File: src/rtl/mem_stage.sv
// mem_stage: memory-access stage of the GeMIPS pipeline.
// Runs a req/ack data-bus transaction for loads and stores, formats load data
// and stalls the upstream pipeline while the bus is busy.
// Optional feature macro: MEM_ALIGN_CHECK_EN (misaligned-access detection).
module mem_stage (
    input  logic        clk,
    input  logic        rst,
    input  logic        mem_we,
    input  logic [4:0]  mem_waddr,
    input  logic [31:0] mem_wdata,
    input  logic [7:0]  mem_mem_op,
    input  logic [31:0] mem_mem_addr_i,
    input  logic [31:0] mem_mem_data_i,
    output logic        wb_we,
    output logic [4:0]  wb_waddr,
    output logic [31:0] wb_wdata,
    output logic        stall_req,
    output logic        ram_req,
    output logic        ram_we,
    output logic [3:0]  ram_be,
    output logic [31:0] ram_addr,
    output logic [31:0] ram_wdata,
    input  logic [31:0] ram_rdata,
    input  logic        ram_ack,
    output logic        excpt_misalign
);

    // Memory op encodings shared with the decode stage
    localparam logic [7:0] MEM_NOP = 8'h00;
    localparam logic [7:0] MEM_LB  = 8'h01;
    localparam logic [7:0] MEM_LBU = 8'h02;
    localparam logic [7:0] MEM_LH  = 8'h03;
    localparam logic [7:0] MEM_LHU = 8'h04;
    localparam logic [7:0] MEM_LW  = 8'h05;
    localparam logic [7:0] MEM_SB  = 8'h06;
    localparam logic [7:0] MEM_SH  = 8'h07;
    localparam logic [7:0] MEM_SW  = 8'h08;

    localparam logic [1:0] SZ_BYTE = 2'd0;
    localparam logic [1:0] SZ_HALF = 2'd1;
    localparam logic [1:0] SZ_WORD = 2'd2;

    typedef enum logic [1:0] {
        ST_IDLE = 2'd0,
        ST_WAIT = 2'd1,
        ST_DONE = 2'd2
    } state_t;

    state_t      r_state;
    state_t      w_state_next;
    logic [31:0] r_rdata;

    logic        w_is_load;
    logic        w_is_store;
    logic        w_is_mem;
    logic        w_signed;
    logic [1:0]  w_size;
    logic [1:0]  w_a;
    logic        w_misalign;
    logic        w_req;

    logic [3:0]  w_be_byte;
    logic [31:0] w_wdata_byte;
    logic [31:0] w_wdata_half;
    logic [7:0]  w_rbyte [4];

    logic [3:0]  w_be;
    logic [31:0] w_store_data;
    logic [7:0]  w_sel_byte;
    logic [15:0] w_sel_half;
    logic [31:0] w_load_data;

    assign w_a = mem_mem_addr_i[1:0];

    // Decode the memory op into direction, access size and signedness
    always_comb begin
        w_is_load  = 1'b0;
        w_is_store = 1'b0;
        w_signed   = 1'b0;
        w_size     = SZ_WORD;
        case (mem_mem_op)
            MEM_LB:  begin w_is_load  = 1'b1; w_size = SZ_BYTE; w_signed = 1'b1; end
            MEM_LBU: begin w_is_load  = 1'b1; w_size = SZ_BYTE; end
            MEM_LH:  begin w_is_load  = 1'b1; w_size = SZ_HALF; w_signed = 1'b1; end
            MEM_LHU: begin w_is_load  = 1'b1; w_size = SZ_HALF; end
            MEM_LW:  begin w_is_load  = 1'b1; w_size = SZ_WORD; end
            MEM_SB:  begin w_is_store = 1'b1; w_size = SZ_BYTE; end
            MEM_SH:  begin w_is_store = 1'b1; w_size = SZ_HALF; end
            MEM_SW:  begin w_is_store = 1'b1; w_size = SZ_WORD; end
            MEM_NOP: begin end
            default: begin end
        endcase
    end

    assign w_is_mem = w_is_load | w_is_store;

`ifdef MEM_ALIGN_CHECK_EN
    // Halves must sit on even addresses, words on multiples of four
    assign w_misalign = w_is_mem &&
                        (((w_size == SZ_HALF) && w_a[0]) ||
                         ((w_size == SZ_WORD) && (w_a != 2'b00)));
`else
    // Without the check, low address bits below the access size are dropped
    assign w_misalign = 1'b0;
`endif

    // Per-lane byte enables, store replication and read-word byte split
    generate
        for (genvar gi = 0; gi < 4; gi++) begin : g_lane
            assign w_be_byte[gi]              = (w_a == 2'(gi));
            assign w_wdata_byte[gi*8 +: 8]    = mem_mem_data_i[7:0];
            assign w_wdata_half[gi*8 +: 8]    = mem_mem_data_i[(gi % 2)*8 +: 8];
            assign w_rbyte[gi]                = r_rdata[gi*8 +: 8];
        end
    endgenerate

    // Select byte enables and bus write data for the access size
    always_comb begin
        w_be         = 4'b1111;
        w_store_data = mem_mem_data_i;
        case (w_size)
            SZ_BYTE: begin
                w_be         = w_be_byte;
                w_store_data = w_wdata_byte;
            end
            SZ_HALF: begin
                w_be         = w_a[1] ? 4'b1100 : 4'b0011;
                w_store_data = w_wdata_half;
            end
            default: begin
                w_be         = 4'b1111;
                w_store_data = mem_mem_data_i;
            end
        endcase
    end

    // Extract and extend the addressed byte/half from the captured read word
    always_comb begin
        w_sel_byte  = w_rbyte[w_a];
        w_sel_half  = w_a[1] ? r_rdata[31:16] : r_rdata[15:0];
        w_load_data = r_rdata;
        case (w_size)
            SZ_BYTE: w_load_data = w_signed ? {{24{w_sel_byte[7]}}, w_sel_byte}
                                            : {24'd0, w_sel_byte};
            SZ_HALF: w_load_data = w_signed ? {{16{w_sel_half[15]}}, w_sel_half}
                                            : {16'd0, w_sel_half};
            default: w_load_data = r_rdata;
        endcase
    end

    // FSM state register
    always_ff @(posedge clk) begin
        if (rst) begin
            r_state <= ST_IDLE;
        end else begin
            r_state <= w_state_next;
        end
    end

    // FSM next-state logic: request from IDLE, hold in WAIT until ack,
    // DONE lasts exactly one cycle while the pipeline advances
    always_comb begin
        w_state_next = r_state;
        case (r_state)
            ST_IDLE: begin
                if (w_is_mem && !w_misalign) begin
                    w_state_next = ram_ack ? ST_DONE : ST_WAIT;
                end
            end
            ST_WAIT: begin
                if (!w_is_mem || w_misalign) begin
                    w_state_next = ST_IDLE;
                end else if (ram_ack) begin
                    w_state_next = ST_DONE;
                end
            end
            ST_DONE: w_state_next = ST_IDLE;
            default: w_state_next = ST_IDLE;
        endcase
    end

    // Capture the read word on the acknowledged bus cycle
    always_ff @(posedge clk) begin
        if (rst) begin
            r_rdata <= 32'd0;
        end else if (w_req && ram_ack) begin
            r_rdata <= ram_rdata;
        end
    end

    // FSM outputs: write-back mux, stall, bus request and misalign flag
    always_comb begin
        wb_we          = mem_we;
        wb_waddr       = mem_waddr;
        wb_wdata       = mem_wdata;
        stall_req      = 1'b0;
        w_req          = 1'b0;
        excpt_misalign = 1'b0;
        if (rst) begin
            wb_we    = 1'b0;
            wb_waddr = 5'd0;
            wb_wdata = 32'd0;
        end else begin
            case (r_state)
                ST_IDLE, ST_WAIT: begin
                    if (w_is_mem) begin
                        wb_we = 1'b0;
                        if (w_misalign) begin
                            excpt_misalign = 1'b1;
                        end else begin
                            w_req     = 1'b1;
                            stall_req = 1'b1;
                        end
                    end
                end
                ST_DONE: begin
                    if (w_is_load) begin
                        wb_wdata = w_load_data;
                    end
                end
                default: begin end
            endcase
        end
    end

    // Bus fields are driven only while requesting and are otherwise zero
    always_comb begin
        ram_req   = w_req;
        ram_we    = w_req & w_is_store;
        ram_be    = w_req ? w_be : 4'd0;
        ram_addr  = w_req ? {mem_mem_addr_i[31:2], 2'b00} : 32'd0;
        ram_wdata = w_req ? w_store_data : 32'd0;
    end

endmodule

File: config.mk
export PLATFORM = sky130hd
export DESIGN_NAME = mem_stage
export DESIGN_NICKNAME = d
export VERILOG_FILES = /design/src/rtl/mem_stage.sv
export SDC_FILE = /design/constraint.sdc
export NUM_CORES = 1
export LEC_CHECK = 0
export CORE_MARGIN = 5
export CORE_UTILIZATION = 35
export CTS_CLUSTER_SIZE = 14
export DETAILED_ROUTE_END_ITERATION = 8
export GPL_TIMING_DRIVEN = 0
export PLACE_DENSITY = 0.89
export SLEW_MARGIN = 0
export SYNTH_ARGS = -nofsm -noshare
export SYNTH_HDL_FRONTEND = slang
export SYNTH_SLANG_ARGS = --single-unit
export TNS_END_PERCENT = 1
File: constraint.sdc
create_clock -name clk -period 3.1 [get_ports clk]
set_input_delay 0.62 -clock clk [delete_from_list [all_inputs] [get_ports clk]]
set_output_delay 0.62 -clock clk [all_outputs]
set_load 0.02 [all_outputs]
======== Word-level counts from Yosys, hierarchy flattened ========
Cells that the tools add are included.
operators by class
  $lt $le $gt $ge ......................... 1
  equal/unequal tests ..................... 16
  muxes and demuxes ....................... 32
  bitwise logic cells ..................... 3
  reductions and logical operators ........ 11
operators with widths
  operator            number
  $mux 32             7
  $pmux 32 s2         2
  $eq 8x3->1 const B  4
  $bmux 8 s2          1
  $eq 8x2->1 const B  2
  $mux 16             1
  $mux 8              2
  $mux 1              9
  $reduce_or 3->1     3
  $eq 8x1->1 const B  1
  $eq 8x4->1 const B  1
  $mux 2              4
  $mux 4              2
  $pmux 2 s2          2
  $pmux 4 s2          1
  $eq 2x1->1 const B  3
  $eq 2x2->1 const B  3
  $logic_not 2->1     3
  $mux 5              1
  $reduce_or 5->1     1
  $reduce_or 2->1     2
  $ge 3x3->1 const B  1
  $ne 3x3->1 const B  1
  $not 2->3           1
  other kinds (5)     5
storage, ports and cells
  register bits after elaboration ......... 34
  output and inout port bits .............. 110
  word-level logic and storage cells ...... 65

======== Logic depth before layout (Yosys ltp) ========
  word-level depth ........................ 9
  mapped depth ............................ 7
  gate-level depth less buffers ........... 5

======== Worst setup path after synthesis ========
No wires, ideal clock.
  path kind ............................... in2out
  start point ............................. input port mem_mem_op[5]
  end point ............................... output port wb_wdata[5]
  arrival time ............................ 2714 ps
  data required time ...................... 2480 ps
  setup slack ............................. -234 ps
  stages .................................. 6
  path through ............................ or4_4 -> buf_2 -> nor2_2 -> buf_2 -> a21oi_1 -> o41ai_1
on the way
  cells in the longest elaborated chain, start to end .. 8
RTL lines
  element                                        line  text
  start, declared                                11    input logic [7:0] mem_mem_op,
  $eq 8x3->1 (tied with other cells)             81    case (mem_mem_op)
  $reduce_or 3->1 (no source line)               n/a
  $pmux 2 s2                                     81
  $eq 2x1->1 or $logic_not 2->1 (tied branches)  142   case (w_size)
  $pmux 32 s2                                    142
  $mux 32 *                                      217   if (w_is_load) begin
  $mux 32 *                                      204   case (r_state)
  $mux 32 *                                      199   if (rst) begin
  end, declared                                  16    output logic [31:0] wb_wdata,
Every way passes the cells marked *; elsewhere a longest branch is shown, timed or not.

======== Worst setup path after layout ========
  start point ............................. input port mem_mem_op[6]
  end point ............................... output port wb_wdata[3]
The elaborated chain is that of the path after synthesis.

==> flow_metrics.tcl <==
set metrics [dict create \
    drtAntennaViolNets 0 \
    multiInputGateArea_um2 2840 \
    first_iter_violations 529 \
    ys_warn_count 0 \
    powerDensity_nw_per_um2 202 \
    initial_core_util 0.353 \
    finClkSkew_ps 3.81 \
    hold_ws_ps 664 \
    cp_num_buf_inv 3 \
    clk_pin_slew_ps 70 \
    required_ps 2480 \
    cp-start-kind "primary input" \
    max_slew.worst_pin.slew_ps 718 \
    synth.cell_area_um2 3400 \
    fin_ws_ps -59.0 \
    final.fill_count 751 \
    ios 255 \
    die_w_um 109 \
    grt_pass1_wl_um 26000 \
    regArea_um2 681 \
    clock_sinks 34 \
    cp_data_arrival_time_ps 2540 \
    wire_per_inst_um 21.6 \
    ys_ff_latch 34 \
    vias 4908 \
    drc 0 \
    clk_latency_ps 300 \
    drv_cap 0 \
    cts_tree "built" \
    worstPathMaxFanout 6 \
    slew_violations 0 \
    yosysMostFrequentCell "nor2_1" \
    ys_seq_area_frac 0.200 \
    synthTopCellsByArea "dfxtp_1 (20%), mux2_4 (8.8%), and3_1 (7.0%), nor2b_1 (6.3%), mux4_2 (5.3%)" \
    synth_top_area_frac 0.200 \
    status "finished with violations" \
    port_buffers 249 \
    design_area_um2 6540 \
    path_class "primary input to primary output" \
    dp_slack_ps -1470 \
    cp_slowest_cell "or4_4" \
    synthDistinctLibCells 51 \
    clock_path_buffers 2 \
    dpl_cell_area_um2 6070 \
    num_rows 36 \
    dr.pass1.iters 6 \
    peakVddDrop_mv 0.151 \
    leakagePower_nw 3.03 \
    rsz0062_at_grt "true" \
    gp_congestion 0.964 \
    globalRoute.totalOverflow 0 \
    grt_max_degree 11 \
    setup_violations 3 \
    area.growth.synth_to_final_pct 92.3 \
    drive_gt1_frac 0.368 \
    cts_made_buffers 5 \
    die_h_um 109 \
    setup_tns_ps -139 \
    slew_headroom 0.521 \
    antenna_found_initial 0 \
    totalWireLength_um 18300 \
    hold_violations 0 \
    avgSynthCellArea_um2 7.98 \
    diodes 0 \
    critical_path.top_delay_family "simple AND/OR/NAND/NOR gates" \
    power_mw 1.32 \
    vias_per_cell 5.79 \
    timing.final.crit_period_ps 3160 \
    cp-end-kind "primary output" \
    cpPeakStageDelay_ps 570 \
    synth_common_cells "nor2_1 (48), and3_1 (38), dfxtp_1 (34), nor2b_1 (34), a21oi_1 (31)" \
    grtUsageTotal 0.281 \
    crit_chain "buf_6, or4_4, buf_12, nor2_4, nand3_4, o41ai_4, buf_4" \
    fmaxAchievable_ghz 0.317 \
    hp-class "flip-flop to flip-flop" \
    grt_pass1_vias 4791 \
    async_flop_share 0 \
    min_period_over_period 1.02 \
    synth_flop_cell "dfxtp_1" \
    final_util 0.678 \
    post-synth-top-area-cell "dfxtp_1" \
    dp_hpwl_um 13200 \
    cts.htree.levels 2 \
    final_cells 848 \
    syn_inst 426 \
    finalNetCount 859 \
    violations "setup timing" \
    die_area_um2 11800 \
    ctsHoldBuffers 0 \
    synth_edf_count 0 \
    clockRootBuffer "clkbuf_8" \
    place_inst 810 \
    core_area_um2 9640 \
]
## registers in the layout (all words and copies together) (netlist names)
register  count
r_rdata      32
r_state       2
## per-layer routing
metal	wire, um	vias up	global-route usage	part of all wire
met5	0	-	0	0
met4	538	0	0.0766	0.029
met3	1900	64	0.0651	0.10
met2	9070	356	0.497	0.49
met1	6810	2337	0.341	0.37
li1	-	2151	-	-
## path summary, 6_finish.rpt
path | end | slack (ps) | startpoint | cells after the start
setup / recovery | wb_wdata[3] | -60 | mem_mem_op[6] | 7
hold / removal | r_rdata[15] | 660 | r_rdata[15] | 3
setup reg to reg | r_rdata[0] | 1350 | r_state[1] | 6
hold reg to reg | r_rdata[15] | 660 | r_rdata[15] | 3
## where the power goes
part	internal [mW]	total [mW]	switching (mW)
clock network	0.179	0.354	0.175
registers	0.440	0.445	0.00476
logic	0.285	0.519	0.234
## kinds of logic (layout without fill, tap and decap cells)
| family | after synthesis | after routing | share of synthesized area |
|---|---|---|---|
| buffers and inverters | 53 | 340 | 0.0710 |
| other | 1 | 3 | 0.00110 |
| and+or+nand+nor | 177 | 177 | 0.283 |
| AOI/OAI and AO/OA | 116 | 116 | 0.251 |
| DFF | 34 | 34 | 0.200 |
| muxes | 44 | 44 | 0.191 |
| xor gates and xnor gates | 1 | 1 | 0.00258 |
## worst min-delay path, stage by stage (launching register included)
cell and delay, ps:
dfxtp_1 340, inv_1 90, a211oi_1 50, a21o_1 140
## timing repair
item,4_1_cts,5_1_grt
resized for setup,540,51
endpoints found under the hold margin,0,0
buffers inserted,26,4
pin swaps,24,15
gates cloned,2,1
setup endpoints to repair,103,57
## area by class of cell
cell class | instances | share of cell area
plain buffers | 39 | 0.0500
clock buffers | 7 | 0.0132
clock inverters | 1 | 0.000766
inverters | 11 | 0.00689
multi-input cells | 341 | 0.434
flip-flops and latches | 34 | 0.104
well taps | 133 | 0.0255
repair buffers | 282 | 0.366
## layout by cell type, fill, tap and decap left out, types with 4 or more instances in the layout
cell type,count
clkdlybuf4s50_1,138
buf_2,82
buf_4,47
nor2_1,47
and3_1,38
nor2b_1,34
dfxtp_1,34
a21oi_1,28
nand2_1,20
mux2_4,20
buf_6,15
clkbuf_8,12
o2bb2ai_1,12
inv_1,10
clkbuf_1,9
nor3_1,9
mux2_2,8
mux4_2,8
mux2i_1,8
clkbuf_4,7
a211oi_1,7
a21o_1,7
o22ai_1,7
nand2b_1,6
o211ai_1,6
clkbuf_2,5
a211oi_2,5
o21ai_0,5
o41ai_4,5
buf_12,4
a211oi_4,4
o2bb2ai_2,4
No activity file was read; power rests on OpenSTA's default activity.
==> RTL edit 1: new RTL, same settings <==
Make the reset (`rst`) asynchronous in 2 clocked blocks.
--- a/src/rtl/mem_stage.sv
+++ b/src/rtl/mem_stage.sv
@@ -150,5 +150,5 @@
 
     // FSM state register
-    always_ff @(posedge clk) begin
+    always_ff @(posedge clk or posedge rst) begin
         if (rst) begin
             r_state <= ST_IDLE;
@@ -181,5 +181,5 @@
 
     // Capture the read word on the acknowledged bus cycle
-    always_ff @(posedge clk) begin
+    always_ff @(posedge clk or posedge rst) begin
         if (rst) begin
             r_rdata <= 32'd0;
Function: no difference found for any inputs over 10 cycles, from zero or initial values and one cycle with rst high; that may be too few to reach the edited logic, so the function may still have changed.
==> RTL edit 1 against the unedited design <==
- the run still ends with setup timing left
- design area fell by 2.5%
- sequential cell count did not move
- sequential power rose by 31%
- global-route usage rose by 2.3 points
- via count rose by 0.96%
- power rose by 14%
- synthesized area fell by 0.59%
- sequential share of layout area rose by 2.9 points
- critical endpoint is now wb_wdata[31]
- combinational power rose by 15%
- setup slack got worse by 0.025 ns
- first-iteration DRC count rose by 19%
- wire length rose by 5.2%
==> RTL edit 1: results (changes against the unedited design) <==
Route
  – DR pass1 iterations: 7 (+1)
  – Via-per-instance ratio: 5.96 (+2.9%)
  – 1st-iter DRT viols: 627 (+19%)

Critical path
  – CP peak stage delay: 0.40 ns (-0.17 ns)
  – Crit-path leading delay family: compound AO/OA/AOI/OAI gates
  – Critical path arrival: 2.56 ns (+0.02 ns)

Placement
  – Dpl ws: -1.25 ns (+0.221 ns)
  – DP HPWL: 14.0 mm (+5.8%)

Global routing
  – GRT met2 Usage: 54.8% (+5.1 points)
  – Vias in the first global route: 4950 (+3.3%)
  – Total GRT Usage: 30.5% (+2.3 points)
  – Met1 usage: 32.5% (-1.7 points)

Final layout
  – Final nets: 848 (-1.3%)
  – Finished Layout Cells: 832 (-1.9%)
  – Layout fillers: 735 (-2.1%)

Yosys
  – Mapped Cells: 429 (+0.70%)
  – Sequential-to-total area share from yosys stat: 25.2% (+5.2 points)
  – Commonest cells post-synth: 72 x nand2_1, 50 x a21oi_1, 39 x and3_1
  – Synth Area in Compound Gates: 22.1% (-3.0 points)
  – Post-synthesis mux area share: 19.3% (+0.15 points)

Run status
  – Status: finished with violations
  – Failing checks: setup timing

Timing
  – Worst-Margin Slew: 0.638 ns (-0.0805 ns)
  – Final setup fails: 2 (-1)
  – Final worst setup slack: -0.0840 ns (-0.0250 ns)
  – Setup TNS: -0.0883 ns (+0.0511 ns)

Pwr
  – Leak Pwr: 2.96 nW (-2.3%)
  – P_comb: 596 uW (+15%)
-- RTL edit 1: routing by layer --
| metal | share of wire (%) | routed length [um] |
|---|---|---|
| met2 | 49 | 9480 |
| met4 | 6.5 | 1250 |
| met1 | 33 | 6270 |
| met5 | 0 | 0 |
| met3 | 12 | 2270 |
-- RTL edit 1: path summary, 6_finish.rpt --
kind                                   startpoint           end  slack [ns]  cells after the start
worst max-delay path            mem_mem_addr_i[0]  wb_wdata[31]       -0.08                      8
worst min-delay path                  r_rdata[20]   r_rdata[20]        0.55                      1
worst max register to register         r_state[1]   r_rdata[15]        1.19                      7
worst min register to register        r_rdata[20]   r_rdata[20]        0.55                      1
max in group asynchronous                     rst   r_rdata[24]        1.82                      3
min in group asynchronous                     rst    r_state[1]        0.89                      3
-- RTL edit 1: layout make-up --
type                       count  area share, %
multi-input combinational    345           38.9
buffer                        44           5.73
tap                          129           2.53
sequential                    34           13.3
clock buffer                   7           1.20
inverter                       4          0.236
timing repair buffer         269           38.0
==> RTL edit 2: new RTL, same flow settings <==
Without the edit above. Build with the macro `MEM_ALIGN_CHECK_EN` defined.
--- a/src/rtl/mem_stage.sv
+++ b/src/rtl/mem_stage.sv
@@ -3,4 +3,6 @@
 // and stalls the upstream pipeline while the bus is busy.
 // Optional feature macro: MEM_ALIGN_CHECK_EN (misaligned-access detection).
+`define MEM_ALIGN_CHECK_EN
+
 module mem_stage (
     input  logic        clk,
Check against the original RTL: not equivalent (Yosys sat finds a counterexample within 4 cycles, from zero or initial values and one cycle with rst high).
==> RTL edit 2 against the unedited design <==
- wire length is 3.1% higher
- via count is 4.3% higher
- global-route usage is 0.90 points lower
- sequential cell count stayed put
- synthesized area is 7.0% higher
- design area is 6.9% higher
- maximum frequency is 0.70% higher
- sequential share of layout area is 0.67 points lower
- largest power group unchanged
- sequential power is 2% lower
- setup slack better by 0.022 ns
- the flow still finishes with violations (setup timing)
- worst hold slack worse by 0.16 ns
- power is 2.9% higher
- largest cell class unchanged
==> RTL edit 2: results (changes against the unedited design) <==
Worst hold path
  – Hold WC Path Type: reg -> reg

Global routing
  – Initial antenna violation count: 0 (unchanged)
  – Total GRT Usage: 27.2% (-0.90 points)
  – Global-route wire length before repair: 27.4 mm (+5.1%)
  – Total grt overflow: 0 (unchanged)
  – Largest net degree at the start of global routing: 12 (+1)
  – Vias in the first global route: 5020 (+4.8%)

Critical path
  – Critical-path maximum fanout: 10 (+4)
  – Critical path arrival: 2.52 ns (-0.02 ns)

Clock network
  – Reg clk slew, reported paths: 0.07 ns (about the same)
  – Longest Clk Path Bufs: 2 (unchanged)
  – H-Tree Depth: 2 (unchanged)
  – Total CTS buffers: 5 (unchanged)
  – Root Buffer: clkbuf_8
  – Latest clock arrival within the worst-skew pair: 0.29 ns

Placement
  – Routability cong.: 0.934 (-3.1%)
  – DP Cell Count: 876 (+8.1%)
  – Placed Area: 6470 um^2 (+6.6%)
  – DP HPWL: 14.2 mm (+7.4%)
  – PortBufs: 248 (-0.40%)

Timing
  – Final setup fails: 13 (+10)
  – Slew headroom: 53.9% (+1.8 points)
  – Clock skew: 0.00241 ns (-0.00140 ns)
  – Final worst setup slack: -0.0369 ns (+0.0221 ns)

Yosys
  – Mapped Cells: 491 (+15%)
  – Commonest cells post-synth: 68 x nand2b_1, 48 x nor2_1, 43 x mux2i_1
  – Sequential-to-total area share from yosys stat: 18.7% (-1.3 points)
  – Synth unique cells: 49 (-3.9%)
  – Yosys warnings: 0 (unchanged)
  – Ranking of synthesized cells by area: dfxtp_1 19%, mux2i_1 12%, nand2b_1 12%
  – Post-synth ARST share: 0% (unchanged)

Final layout
  – Share of layout cells above drive strength 1: 28.1% (-8.7 points)
  – Top flop regs: r_rdata x32, r_state x2
  – Diode count: 0 (unchanged)
  – Finished Layout Cells: 908 (+7.1%)
  – Final nets: 916 (+6.6%)

Pwr
  – Leak Pwr: 2.77 nW (-8.7%)
  – VDD IR max: 0.155 mV (+2.4%)

Route
  – DR pass1 iterations: 6 (unchanged)
  – Total Wirelength: 18.9 mm (+3.1%)
  – 1st-iter DRT viols: 450 (-15%)
  – Vias after detailed routing: 5118 (+4.3%)

Run status
  – Failing checks: setup timing
  – Status: finished with violations
[RTL edit 2: cell count changes after synthesis, moves of 8 or more]
cell	before	now
a311oi_1	3	11
and2_1	0	39
and3_1	38	0
clkbuf_1	25	41
inv_1	11	26
mux2_2	8	0
mux2_4	20	0
mux2i_1	8	43
nand2b_1	6	68
nor2b_1	34	9
nor3_1	11	3
o21ai_0	5	17
o2bb2ai_1	16	0
o32ai_1	0	22
[RTL edit 2: power by group]
group	switching, mW	internal, mW	total, mW
registers	0.000592	0.437	0.438
clock network	0.172	0.178	0.350
logic	0.258	0.310	0.568
[RTL edit 2: worst max-delay path: stages]
cell and delay, ns:
buf_4 0.12, or4_4 0.60, a2111oi_4 0.34, buf_4 0.21, buf_12 0.14, nor2_1 0.06, a211oi_2 0.22, buf_4 0.20
[RTL edit 2: kinds of logic (layout without fill, tap and decap cells)]
group,Yosys count,after routing,synth area share [%]
other,1,2,0.103
multiplexers,50,50,16.2
AO/OA/AOI/OAI,121,121,24.3
buffers and inverters,76,356,9.02
flip-flops,34,34,18.7
AND/OR/NAND/NOR,209,209,31.7
[RTL edit 2: path summary, 6_finish.rpt]
kind                                    start            end  slack [ns]  cells past startpoint
worst max register to register     r_state[1]     r_rdata[1]        1.07                      4
worst min-delay path               r_rdata[7]     r_rdata[7]        0.50                      2
worst min register to register     r_rdata[7]     r_rdata[7]        0.50                      2
worst max-delay path            mem_mem_op[6]  ram_wdata[24]       -0.04                      8
[RTL edit 2: final cells by class]
type	instances	area, um^2
fill	835	3240
multi-input combinational	382	3040
timing repair buffer	276	2510
sequential	34	681
buffer	46	384
tap	136	170
inverter	26	97.6
clock buffer	6	82.6
clock inverter	2	12.5
[RTL edit 2: stage by stage]
step	setup TNS (ns)	setup WS [ns]
2_1_floorplan	-1.64	-0.0537
3_3_place_gp	-123.30	-1.52
3_5_place_dp	-127.33	-1.57
4_1_cts	-1.35	-0.0970
5_1_grt	-2.37	-0.0893
6_report	-0.213	-0.0369
[RTL edit 2: timing repair]
item / CTS / global route
cloned: 0 / 3
resized for setup: 460 / 53
buffers inserted: 14 / 11
endpoints found under the setup margin: 110 / 102
pin swaps: 17 / 16
[RTL edit 2: metal layers]
layer	GRT usage (%)	up-vias	share of wire (%)
met5	1.96	-	0
met4	8.76	0	4.0
met3	6.09	64	9.3
met2	51.1	370	52
met1	30.0	2390	35
li1	-	2294	-
